`src/rtl/aht_sensor_seq_pkg.sv`:
```
// +--------------------------------------------------------------------------+
// | aht_sensor_seq_pkg: byte commands, AHT10 opcodes, states, CRC step fn.   |
// | Revision 1.0                                                             |
// +--------------------------------------------------------------------------+
`default_nettype none

package aht_sensor_seq_pkg;

  localparam logic [3:0] CMD_START = 4'b0001;
  localparam logic [3:0] CMD_WRITE = 4'b0010;
  localparam logic [3:0] CMD_READ  = 4'b0100;
  localparam logic [3:0] CMD_STOP  = 4'b1000;

  localparam logic [7:0] AHT_CMD_INIT   = 8'hE1;
  localparam logic [7:0] AHT_INIT_ARG   = 8'h08;
  localparam logic [7:0] AHT_CMD_STATUS = 8'h71;
  localparam logic [7:0] AHT_CMD_TRIG   = 8'hAC;
  localparam logic [7:0] AHT_ARG0       = 8'h33;
  localparam logic [7:0] AHT_ARG1       = 8'h00;
  localparam logic [7:0] AHT_CRC_POLY   = 8'h31;
  localparam logic [7:0] AHT_CRC_INIT   = 8'hFF;

  typedef enum logic [3:0] {
    ST_PWRUP = 4'd0,
    ST_INIT  = 4'd1,
    ST_CHECK = 4'd2,
    ST_IDLE  = 4'd3,
    ST_TRIG  = 4'd4,
    ST_WAIT  = 4'd5,
    ST_POLL  = 4'd6,
    ST_GAP   = 4'd7,
    ST_READ  = 4'd8,
    ST_ERR   = 4'd9
  } state_e;

  typedef enum logic [1:0] {
    ERR_NONE    = 2'd0,
    ERR_INIT    = 2'd1,
    ERR_POLL    = 2'd2,
    ERR_TIMEOUT = 2'd3
  } err_e;

  // MSB-first CRC-8 update over one byte, no reflection.
  function automatic logic [7:0] crc8_byte(input logic [7:0] crc, input logic [7:0] din);
    logic [7:0] c;
    c = crc ^ din;
    for (int i = 0; i < 8; i++) begin
      c = c[7] ? ((c << 1) ^ AHT_CRC_POLY) : (c << 1);
    end
    return c;
  endfunction

endpackage

`default_nettype wire

```
`src/rtl/aht_crc8.sv`:
```
// +--------------------------------------------------------------------------+
// | aht_crc8: byte-serial CRC-8 (poly 0x31, init 0xFF) with clear and enable.|
// | Revision 1.0                                                             |
// +--------------------------------------------------------------------------+
`default_nettype none

module aht_crc8
  import aht_sensor_seq_pkg::*;
(
  input  logic       clk,
  input  logic       rst_n,
  input  logic       clr_i,
  input  logic       en_i,
  input  logic [7:0] data_i,
  output logic [7:0] crc_o
);

  logic [7:0] crc_q;

  always_ff @(posedge clk or negedge rst_n) begin
    if (!rst_n) begin
      crc_q <= AHT_CRC_INIT;
    end else if (clr_i) begin
      crc_q <= AHT_CRC_INIT;
    end else if (en_i) begin
      crc_q <= crc8_byte(crc_q, data_i);
    end
  end

  assign crc_o = crc_q;

endmodule

`default_nettype wire

```
`src/rtl/aht_sensor_seq.sv`:
```
// +--------------------------------------------------------------------------+
// | aht_sensor_seq: AHT10 command sequencer over a byte-level I2C handshake; |
// | optional CRC check with macro AHT_CRC_EN.  Revision 1.0                  |
// +--------------------------------------------------------------------------+
`default_nettype none

module aht_sensor_seq
  import aht_sensor_seq_pkg::*;
#(
  parameter int unsigned CLK_HZ      = 50_000_000,
  parameter int unsigned PWRUP_MS    = 40,
  parameter int unsigned MEAS_MS     = 80,
  parameter int unsigned POLL_MS     = 10,
  parameter int unsigned PERIOD_MS   = 500,
  parameter int unsigned MAX_POLL    = 8,
  parameter int unsigned INIT_RETRY  = 3,
  parameter int unsigned TIMEOUT_CYC = 1_000_000,
  parameter logic [6:0]  I2C_ADR     = 7'h38
) (
  input  logic        clk,
  input  logic        rst_n,
  input  logic        en,
  input  logic        trig,
  output logic        req,
  output logic [3:0]  cmd,
  output logic [7:0]  data,
  input  logic        done,
  input  logic [7:0]  rd_data,
  output logic [19:0] hum_data,
  output logic [19:0] temp_data,
  output logic        dout_vld,
  output logic        busy,
  output logic        err,
  output logic [1:0]  err_code
`ifdef AHT_CRC_EN
  ,
  output logic        crc_err
`endif
);

  localparam int unsigned MS_CYC     = CLK_HZ / 1000;
  localparam int unsigned PWRUP_CYC  = MS_CYC * PWRUP_MS;
  localparam int unsigned MEAS_CYC   = MS_CYC * MEAS_MS;
  localparam int unsigned POLL_CYC   = MS_CYC * POLL_MS;
  localparam int unsigned PERIOD_CYC = MS_CYC * PERIOD_MS;
`ifdef AHT_CRC_EN
  localparam int unsigned NRD = 7;
`else
  localparam int unsigned NRD = 6;
`endif
  localparam logic [7:0] ADR_W = {I2C_ADR, 1'b0};
  localparam logic [7:0] ADR_R = {I2C_ADR, 1'b1};

  state_e      state_q, state_d;
  logic [2:0]  bcnt_q, bcnt_d;
  logic [31:0] dly_q, dly_d;
  logic [31:0] wdt_q, wdt_d;
  logic [7:0]  retry_q, retry_d;
  logic [7:0]  poll_q, poll_d;
  logic [39:0] shreg_q, shreg_d;
  logic [19:0] hum_q, hum_d, temp_q, temp_d;
  logic        vld_q, vld_d;
  logic        err_q, err_d;
  err_e        code_q, code_d;
  logic        crc_err_q, crc_err_d;

  logic [2:0]  last_idx;
  logic        w_last, w_byte_in, w_err_set;
  logic [39:0] w_shift;
  err_e        w_err_new;

  // Byte presented to the interface is a pure function of state and byte index.
  always_comb begin
    req      = 1'b0;
    cmd      = '0;
    data     = '0;
    last_idx = 3'd3;
    case (state_q)
      ST_INIT: begin
        req = 1'b1;
        case (bcnt_q)
          3'd0:    begin cmd = CMD_START | CMD_WRITE; data = ADR_W;        end
          3'd1:    begin cmd = CMD_WRITE;             data = AHT_CMD_INIT; end
          3'd2:    begin cmd = CMD_WRITE;             data = AHT_INIT_ARG; end
          default: begin cmd = CMD_WRITE | CMD_STOP;  data = AHT_ARG1;     end
        endcase
      end
      ST_CHECK: begin
        req = 1'b1;
        case (bcnt_q)
          3'd0:    begin cmd = CMD_START | CMD_WRITE; data = ADR_W;          end
          3'd1:    begin cmd = CMD_WRITE;             data = AHT_CMD_STATUS; end
          3'd2:    begin cmd = CMD_START | CMD_WRITE; data = ADR_R;          end
          default: begin cmd = CMD_READ | CMD_STOP;                          end
        endcase
      end
      ST_TRIG: begin
        req = 1'b1;
        case (bcnt_q)
          3'd0:    begin cmd = CMD_START | CMD_WRITE; data = ADR_W;        end
          3'd1:    begin cmd = CMD_WRITE;             data = AHT_CMD_TRIG; end
          3'd2:    begin cmd = CMD_WRITE;             data = AHT_ARG0;     end
          default: begin cmd = CMD_WRITE | CMD_STOP;  data = AHT_ARG1;     end
        endcase
      end
      ST_POLL: begin
        req      = 1'b1;
        last_idx = 3'd1;
        if (bcnt_q == 3'd0) begin
          cmd  = CMD_START | CMD_WRITE;
          data = ADR_R;
        end else begin
          cmd = CMD_READ | CMD_STOP;
        end
      end
      ST_READ: begin
        req      = 1'b1;
        last_idx = 3'(NRD);
        if (bcnt_q == 3'd0) begin
          cmd  = CMD_START | CMD_WRITE;
          data = ADR_R;
        end else if (bcnt_q == 3'(NRD)) begin
          cmd = CMD_READ | CMD_STOP;
        end else begin
          cmd = CMD_READ;
        end
      end
      default: ;
    endcase
  end

  assign w_last    = req && done && (bcnt_q == last_idx);
  // Only the six data bytes feed the shifter and CRC; a trailing CRC byte does not.
  assign w_byte_in = (state_q == ST_READ) && req && done && (bcnt_q != 3'd0) && (bcnt_q <= 3'd6);
  assign w_shift   = {shreg_q[31:0], rd_data};

`ifdef AHT_CRC_EN
  logic [7:0] crc_val;

  aht_crc8 u_crc (
    .clk    (clk),
    .rst_n  (rst_n),
    .clr_i  (state_q != ST_READ),
    .en_i   (w_byte_in),
    .data_i (rd_data),
    .crc_o  (crc_val)
  );
`endif

  always_comb begin
    state_d   = state_q;
    bcnt_d    = bcnt_q;
    dly_d     = dly_q;
    wdt_d     = (req && !done) ? wdt_q + 32'd1 : '0;
    retry_d   = retry_q;
    poll_d    = poll_q;
    shreg_d   = w_byte_in ? w_shift : shreg_q;
    hum_d     = hum_q;
    temp_d    = temp_q;
    vld_d     = 1'b0;
    err_d     = err_q;
    code_d    = code_q;
    crc_err_d = 1'b0;
    w_err_set = 1'b0;
    w_err_new = ERR_NONE;

    if (req && done) bcnt_d = w_last ? 3'd0 : bcnt_q + 3'd1;

    case (state_q)
      ST_PWRUP: begin
        if (dly_q + 32'd1 >= 32'(PWRUP_CYC)) begin
          state_d = ST_INIT;
          dly_d   = '0;
        end else begin
          dly_d = dly_q + 32'd1;
        end
      end
      ST_INIT: if (w_last) state_d = ST_CHECK;
      ST_CHECK: begin
        if (w_last) begin
          if (rd_data[3]) begin
            state_d = ST_IDLE;
          end else begin
            retry_d = retry_q + 8'd1;
            if (retry_q + 8'd1 == 8'(INIT_RETRY)) begin
              state_d   = ST_ERR;
              w_err_set = 1'b1;
              w_err_new = ERR_INIT;
            end else begin
              state_d = ST_INIT;
            end
          end
        end
      end
      ST_IDLE: begin
        // A trig landing on the period expiry still yields a single TRIG entry.
        if (trig) begin
          state_d = ST_TRIG;
          dly_d   = '0;
        end else if (en) begin
          if (dly_q + 32'd1 >= 32'(PERIOD_CYC)) begin
            state_d = ST_TRIG;
            dly_d   = '0;
          end else begin
            dly_d = dly_q + 32'd1;
          end
        end else begin
          dly_d = '0;
        end
      end
      ST_TRIG: begin
        if (w_last) begin
          state_d = ST_WAIT;
          poll_d  = '0;
        end
      end
      ST_WAIT, ST_GAP: begin
        if (dly_q + 32'd1 >= 32'((state_q == ST_WAIT) ? MEAS_CYC : POLL_CYC)) begin
          state_d = ST_POLL;
          dly_d   = '0;
        end else begin
          dly_d = dly_q + 32'd1;
        end
      end
      ST_POLL: begin
        if (w_last) begin
          if (!rd_data[7]) begin
            state_d = ST_READ;
          end else begin
            poll_d = poll_q + 8'd1;
            if (poll_q + 8'd1 == 8'(MAX_POLL)) begin
              state_d   = ST_ERR;
              w_err_set = 1'b1;
              w_err_new = ERR_POLL;
            end else begin
              state_d = ST_GAP;
            end
          end
        end
      end
      ST_READ: begin
        if (w_last) begin
          state_d = ST_IDLE;
`ifdef AHT_CRC_EN
          if (rd_data == crc_val) begin
            hum_d  = shreg_q[39:20];
            temp_d = shreg_q[19:0];
            vld_d  = 1'b1;
          end else begin
            crc_err_d = 1'b1;
          end
`else
          hum_d  = w_shift[39:20];
          temp_d = w_shift[19:0];
          vld_d  = 1'b1;
`endif
        end
      end
      default: ;
    endcase

    if (req && !done && (wdt_q + 32'd1 >= 32'(TIMEOUT_CYC))) begin
      state_d   = ST_ERR;
      bcnt_d    = '0;
      w_err_set = 1'b1;
      w_err_new = ERR_TIMEOUT;
    end

    if (w_err_set && !err_q) begin
      err_d  = 1'b1;
      code_d = w_err_new;
    end
  end

  always_ff @(posedge clk or negedge rst_n) begin
    if (!rst_n) begin
      state_q   <= ST_PWRUP;
      bcnt_q    <= '0;
      dly_q     <= '0;
      wdt_q     <= '0;
      retry_q   <= '0;
      poll_q    <= '0;
      shreg_q   <= '0;
      hum_q     <= '0;
      temp_q    <= '0;
      vld_q     <= 1'b0;
      err_q     <= 1'b0;
      code_q    <= ERR_NONE;
      crc_err_q <= 1'b0;
    end else begin
      state_q   <= state_d;
      bcnt_q    <= bcnt_d;
      dly_q     <= dly_d;
      wdt_q     <= wdt_d;
      retry_q   <= retry_d;
      poll_q    <= poll_d;
      shreg_q   <= shreg_d;
      hum_q     <= hum_d;
      temp_q    <= temp_d;
      vld_q     <= vld_d;
      err_q     <= err_d;
      code_q    <= code_d;
      crc_err_q <= crc_err_d;
    end
  end

  assign hum_data  = hum_q;
  assign temp_data = temp_q;
  assign dout_vld  = vld_q;
  assign busy      = (state_q != ST_IDLE) && (state_q != ST_ERR);
  assign err       = err_q;
  assign err_code  = code_q;
`ifdef AHT_CRC_EN
  assign crc_err   = crc_err_q;
`endif

endmodule

`default_nettype wire

```
`config.mk`:
```
export PLATFORM = sky130hd
export DESIGN_NAME = aht_sensor_seq
export DESIGN_NICKNAME = d
export VERILOG_FILES = /design/src/rtl/aht_sensor_seq_pkg.sv /design/src/rtl/aht_crc8.sv /design/src/rtl/aht_sensor_seq.sv
export SDC_FILE = /design/constraint.sdc
export NUM_CORES = 1
export LEC_CHECK = 0
export CAP_MARGIN = 20
export CORE_MARGIN = 2
export CORE_UTILIZATION = 40
export CTS_BUF_LIST = sky130_fd_sc_hd__clkbuf_8
export DETAILED_ROUTE_END_ITERATION = 10
export SLEW_MARGIN = 0
export SYNTH_ARGS = -nofsm -noshare
export SYNTH_HDL_FRONTEND = slang
export SYNTH_HIERARCHICAL = 1
export SYNTH_SLANG_ARGS = --single-unit
export TNS_END_PERCENT = 100
```
`constraint.sdc`:
```
create_clock -name clk -period 8.5 [get_ports clk]
set_clock_uncertainty 0.1 [all_clocks]
set_input_delay 2.125 -clock clk [delete_from_list [all_inputs] [get_ports clk]]
set_output_delay 2.125 -clock clk [all_outputs]
set_load 0.02 [all_outputs]
```
---- Word-level counts from Yosys, hierarchy flattened ----
Index checks and enable logic that the tools add are counted.
word-level totals
  bits in registers ....................... 163
  logic and storage cells ................. 142
cells by class
  $add $sub $neg .......................... 5
  order comparisons ....................... 5
  equality and inequality tests ........... 28
  muxes and demuxes ....................... 62
  bitwise gates (word level) .............. 1
  reductions and logical operators ........ 29
operator list
  operator                                                                 number
  32-bit 2-to-1 mux                                                        6
  32-bit case mux with 3 select lines                                      1
  4-bit 2-to-1 mux                                                         18
  32-bit by 1-bit adder with 32-bit output, second input constant          2
  8-bit case mux with 3 select lines                                       2
  32-bit by 20-bit >= comparator with 1-bit output, second input constant  1
  32-bit by 21-bit >= comparator with 1-bit output, second input constant  1
  32-bit by 22-bit >= comparator with 1-bit output                         1
  32-bit by 25-bit >= comparator with 1-bit output, second input constant  1
  4-bit case mux with 8 select lines                                       1
  8-bit case mux with 4 select lines                                       1
  8-bit 2-to-1 mux                                                         3
  22-bit 2-to-1 mux                                                        1
  3-bit inequality test, second input constant                             6
  8-bit by 1-bit adder with 8-bit output, second input constant            2
  4-bit by 3-bit equality test with 1-bit output, second input constant    4
  4-bit case mux with 2 select lines                                       2
  4-bit case mux with 4 select lines                                       1
  8-bit case mux with 2 select lines                                       1
  7-bit case mux with 2 select lines                                       1
  1-bit 2-to-1 mux                                                         13
  4-bit inequality test, second input constant                             3
  1-bit logical AND                                                        10
  10-bit AND reduction                                                     1
  32 further kinds                                                         47

---- Logic depth before layout (Yosys ltp) ----
  depth after elaboration ................. 9
  gate-level depth with buffers ........... 18

---- Worst setup path after synthesis ----
Ideal clock, no wire load.
  kind .................................... reg-to-output
  from .................................... reg state_q[1]
  to ...................................... out data[5]
  arrival time ............................ 1.809 ns
  required time ........................... 6.275 ns
  slack ................................... 4.466 ns
  cell stages (with the launch flop) ...... 8
  path buffers ............................ 1
  path through ............................ dfrtp_1 > clkbuf_1 > nor2_1 > nand2_1 > nor2_1 > o21ai_0 > nand2_1 > or2_2
between the ends
  longest elaborated chain between the ends .. 3
  elaborated cells on any way between the ends .. 7
ends and longest elaborated chain
  item                                                                                   RTL line               RTL
  start, declared                                                                        aht_sensor_seq.sv:54   state_e state_q, state_d;
  start signal, assigned                                                                 aht_sensor_seq.sv:291  state_q <= state_d;
  4-bit equality test or 4-bit by 3-bit equality test with 1-bit output (tied branches)  aht_sensor_seq.sv:78   case (state_q)
  2-bit OR reduction (no line)                                                           -
  8-bit case mux with 4 select lines *                                                   aht_sensor_seq.sv:78
  end, declared                                                                          aht_sensor_seq.sv:26   output logic [7:0] data,
Every way passes the cells marked *; elsewhere a longest branch is shown, timed or not.

---- Worst setup path in the final report ----
  from .................................... reg state_q[1]
  to ...................................... out data[6]
The elaborated chain is that of the path after synthesis.

==> flow_summary.toml <==
[worst_setup_path]
worstPathArrival_ns = 3.07
cp-end-kind = "primary output"
crit_type = "flop to primary output"
start_kind = "flop"
critical_path_required_ns = 6.28
crit_fanout = 16

[sta]
clock.fmax_ghz = 0.1889
min_period_over_period = 0.6227
rsz0062_at_grt = "false"
relSlewSlack = 0.4133
tightestPinTransition_ns = 0.8721
setup_viol = 0
finalSetupTns_ns = 0
worst_slack_ns = 3.207
maxSlewViolCount = 0
period_needed_ns = 5.293
hold_violations = 0

[clocking]
clk_pin_slew_ns = 0.09
cts_hold_buffers = 0
post_cts_resize_count = 0
clock_latency_ns = 0.47
root_buffer = "clkbuf_8"
post_cts_buffers = 0
cts_tree = "done"
cts_buffers = 17
clk_path_buf_depth = 2
htree_levels = 4
cts_sinks = 163

[cells_and_area]
multi_input_area_sq_um = 4885
nets = 1035
diodes = 0
regArea_sq_um = 4079
drive_gt1_frac = 0.1364
layout_commonest_cell = "dfrtp_1"
final_cell_mix = "163 x dfrtp_1, 106 x nor2_1, 96 x nand2_1"
synthToLayoutAreaGrowth_pct = 14.29
n_fill_cell = 2144

[synthesis]
synthMuxAreaShare = 0.1027
synth_cell_type_count = 75
avgSynthCellArea_sq_um = 9.614
syn_area_sq_um = 9210
synth-simple-area-share = 0.2212
yosysTopAreaCell = "dfrtp_1"
synth-seq-area-share = 0.4429
ys_top_cells_by_area = "dfrtp_1 44%, mux2_2 9.3%, nor2_1 4.3%, nand2_1 3.9%, xnor2_1 3.3%"
synth_compound_area_frac = 0.1220
synth_top_family_by_area = "simple AND/OR/NAND/NOR gates"
synthAdderAreaFrac = 0.02174
syn_nets = 987
synth_top_area_share = 0.4429
synth_warnings = 6
synth_edf_count = 0
synth_top_flop_cell = "dfrtp_1"
async_flop_share = 1.000
synthXorXnorAreaFrac = 0.05991
syn_inst = 958
synth.ff_latch_count = 163

[global_route]
antenna_found_initial = 0
grt_first_pass_wirelength_mm = 36.42
overflow = 0
grt_max_degree = 65
grtUsageTotal = 0.1873
grt_pass1_vias = 6922

[floorplan]
die_area_sq_um = 24250
pin_count = 71
die_height_microns = 155.7
start_util = 0.4068
die_w_microns = 155.7
core_area_sq_um = 22640
fp-row-count = 55

[drt]
drt-pass1-iter-count = 5
postRouteAntennaNets = 0
drt_iter0_drc = 439
wl_per_cell_microns = 16.66
vias = 7263
routed_via_density = 5.570
drt-total-wl_mm = 21.72
drc = 0

[placement]
pre_cts_slack_ns = 3.283
dpl.hpwl_mm = 15.01
port_buffers = 70
gp_congestion = 0.8605

[min_path]
hold_class = "flop to flop"

[run]
drv_cap = 0

[power]
ir_worst_vdd_uv = 209.2
powerDensity_nw_per_um2 = 213.9
p_leak_nw = 4.538

[status]
outcome = "finished clean"
[worst max-delay path: stages (launching register included)]
cell	delay, ns
dfrtp_1	0.65
nor2b_1	0.40
nand2_1	0.28
nand2_1	0.14
nand2_1	0.08
o21ai_0	0.09
nand2_1	0.13
o21ai_0	0.17
clkdlybuf4s50_1	0.67
[layer usage]
| metal | up-vias | GRT usage | wire length, microns |
|---|---|---|---|
| met5 | - | 0 | 0 |
| met4 | 0 | 0.05679 | 359 |
| met3 | 30 | 0.03306 | 687 |
| met2 | 115 | 0.2908 | 10180 |
| met1 | 3558 | 0.2681 | 10500 |
| li1 | 3560 | - | - |
[stage by stage]
stage / area, sq um / instances / power [mW] / utilization / hold WS, ns
floorplan: 9210 / 958 / 1.413 / - / 0.3470
global placement: 10130 / 1272 / 1.687 / 0.4475 / 0.3733
detailed placement: 10130 / 1272 / 1.688 / 0.4475 / 0.3915
CTS: 10530 / 1304 / 2.273 / 0.4649 / 0.4037
global route: 10530 / 1304 / 2.398 / 0.4649 / 0.4195
finish: 10530 / 1304 / 2.251 / 0.4649 / 0.3974
[layout make-up]
type / instances / share of cell area
Tap cell: 285 / 0.03388
Inverter: 19 / 0.006775
Clock buffer: 20 / 0.02615
Multi-Input combinational cell: 730 / 0.4640
Timing Repair Buffer: 75 / 0.07025
Sequential cell: 163 / 0.3875
Clock inverter: 12 / 0.01141
[worst paths after layout]
path | start | end | slack, ns | depth (start not counted)
setup / recovery | state_q[1]$_DFFE_PN0P_ | data[6] | 3.21 | 8
hold reg to reg | wdt_q[0]$_DFF_PN0_ | wdt_q[0]$_DFF_PN0_ | 0.40 | 1
min in group asynchronous | rst_n | hum_data[18]$_DFFE_PN0P_ | 1.55 | 1
max in group asynchronous | rst_n | state_q[2]$_DFFE_PN0P_ | 5.63 | 2
setup reg to reg | dly_q[0]$_DFFE_PN0P_ | dly_q[18]$_DFFE_PN0P_ | 3.81 | 14
hold / removal | wdt_q[0]$_DFF_PN0_ | wdt_q[0]$_DFF_PN0_ | 0.40 | 1
[report_power, final]
group	switching [mW]	total [mW]	internal, mW
Clock	0.318	0.579	0.261
Sequential	0.0886	0.914	0.825
Combinational	0.483	0.758	0.275
Total	0.890	2.25	1.36
[Yosys cell counts, types with 3 or more instances]
cell type	instances
o31a_1	3
nor4_1	13
mux2i_1	9
nand3_1	42
ha_1	16
clkbuf_1	31
nor2_1	106
nor2b_1	9
or4_1	5
o21ai_0	45
xor2_1	28
a21oi_1	19
or3_1	6
a211o_1	4
and2_1	21
buf_2	7
or2_2	7
inv_1	18
and3_1	14
mux2_2	76
a21o_1	5
o211ai_1	5
and4_1	10
nor3b_1	4
nand2b_1	5
a22o_1	9
nor3_1	21
nand4_1	30
buf_1	4
o21a_1	4
a211oi_1	4
o2111ai_1	5
nand2_1	96
nand3b_1	5
o21ai_1	3
a32oi_1	4
o31ai_1	8
a31oi_1	10
xnor2_1	35
o22ai_1	5
dfrtp_1	163
[kinds of logic (layout without fill, tap and decap cells)]
family / after synthesis / count (layout)
buffers and inverters: 65 / 126
AOI/OAI and AO/OA: 161 / 161
adders and majority gates: 16 / 16
muxes: 85 / 85
DFF: 163 / 163
and+or+nand+nor: 405 / 405
xor gates and xnor gates: 63 / 63
[sequential cells by signal, indices dropped and copies added, names as in the netlist]
| name | flops |
|---|---|
| dly_q | 32 |
| shreg_q | 32 |
| bcnt_q | 3 |
| retry_q | 8 |
| temp_data | 20 |
| poll_q | 8 |
| err | 1 |
| state_q | 4 |
| err_code | 2 |
| hum_data | 20 |
| wdt_q | 32 |
| dout_vld | 1 |
Power figures use the tool's default switching activity.
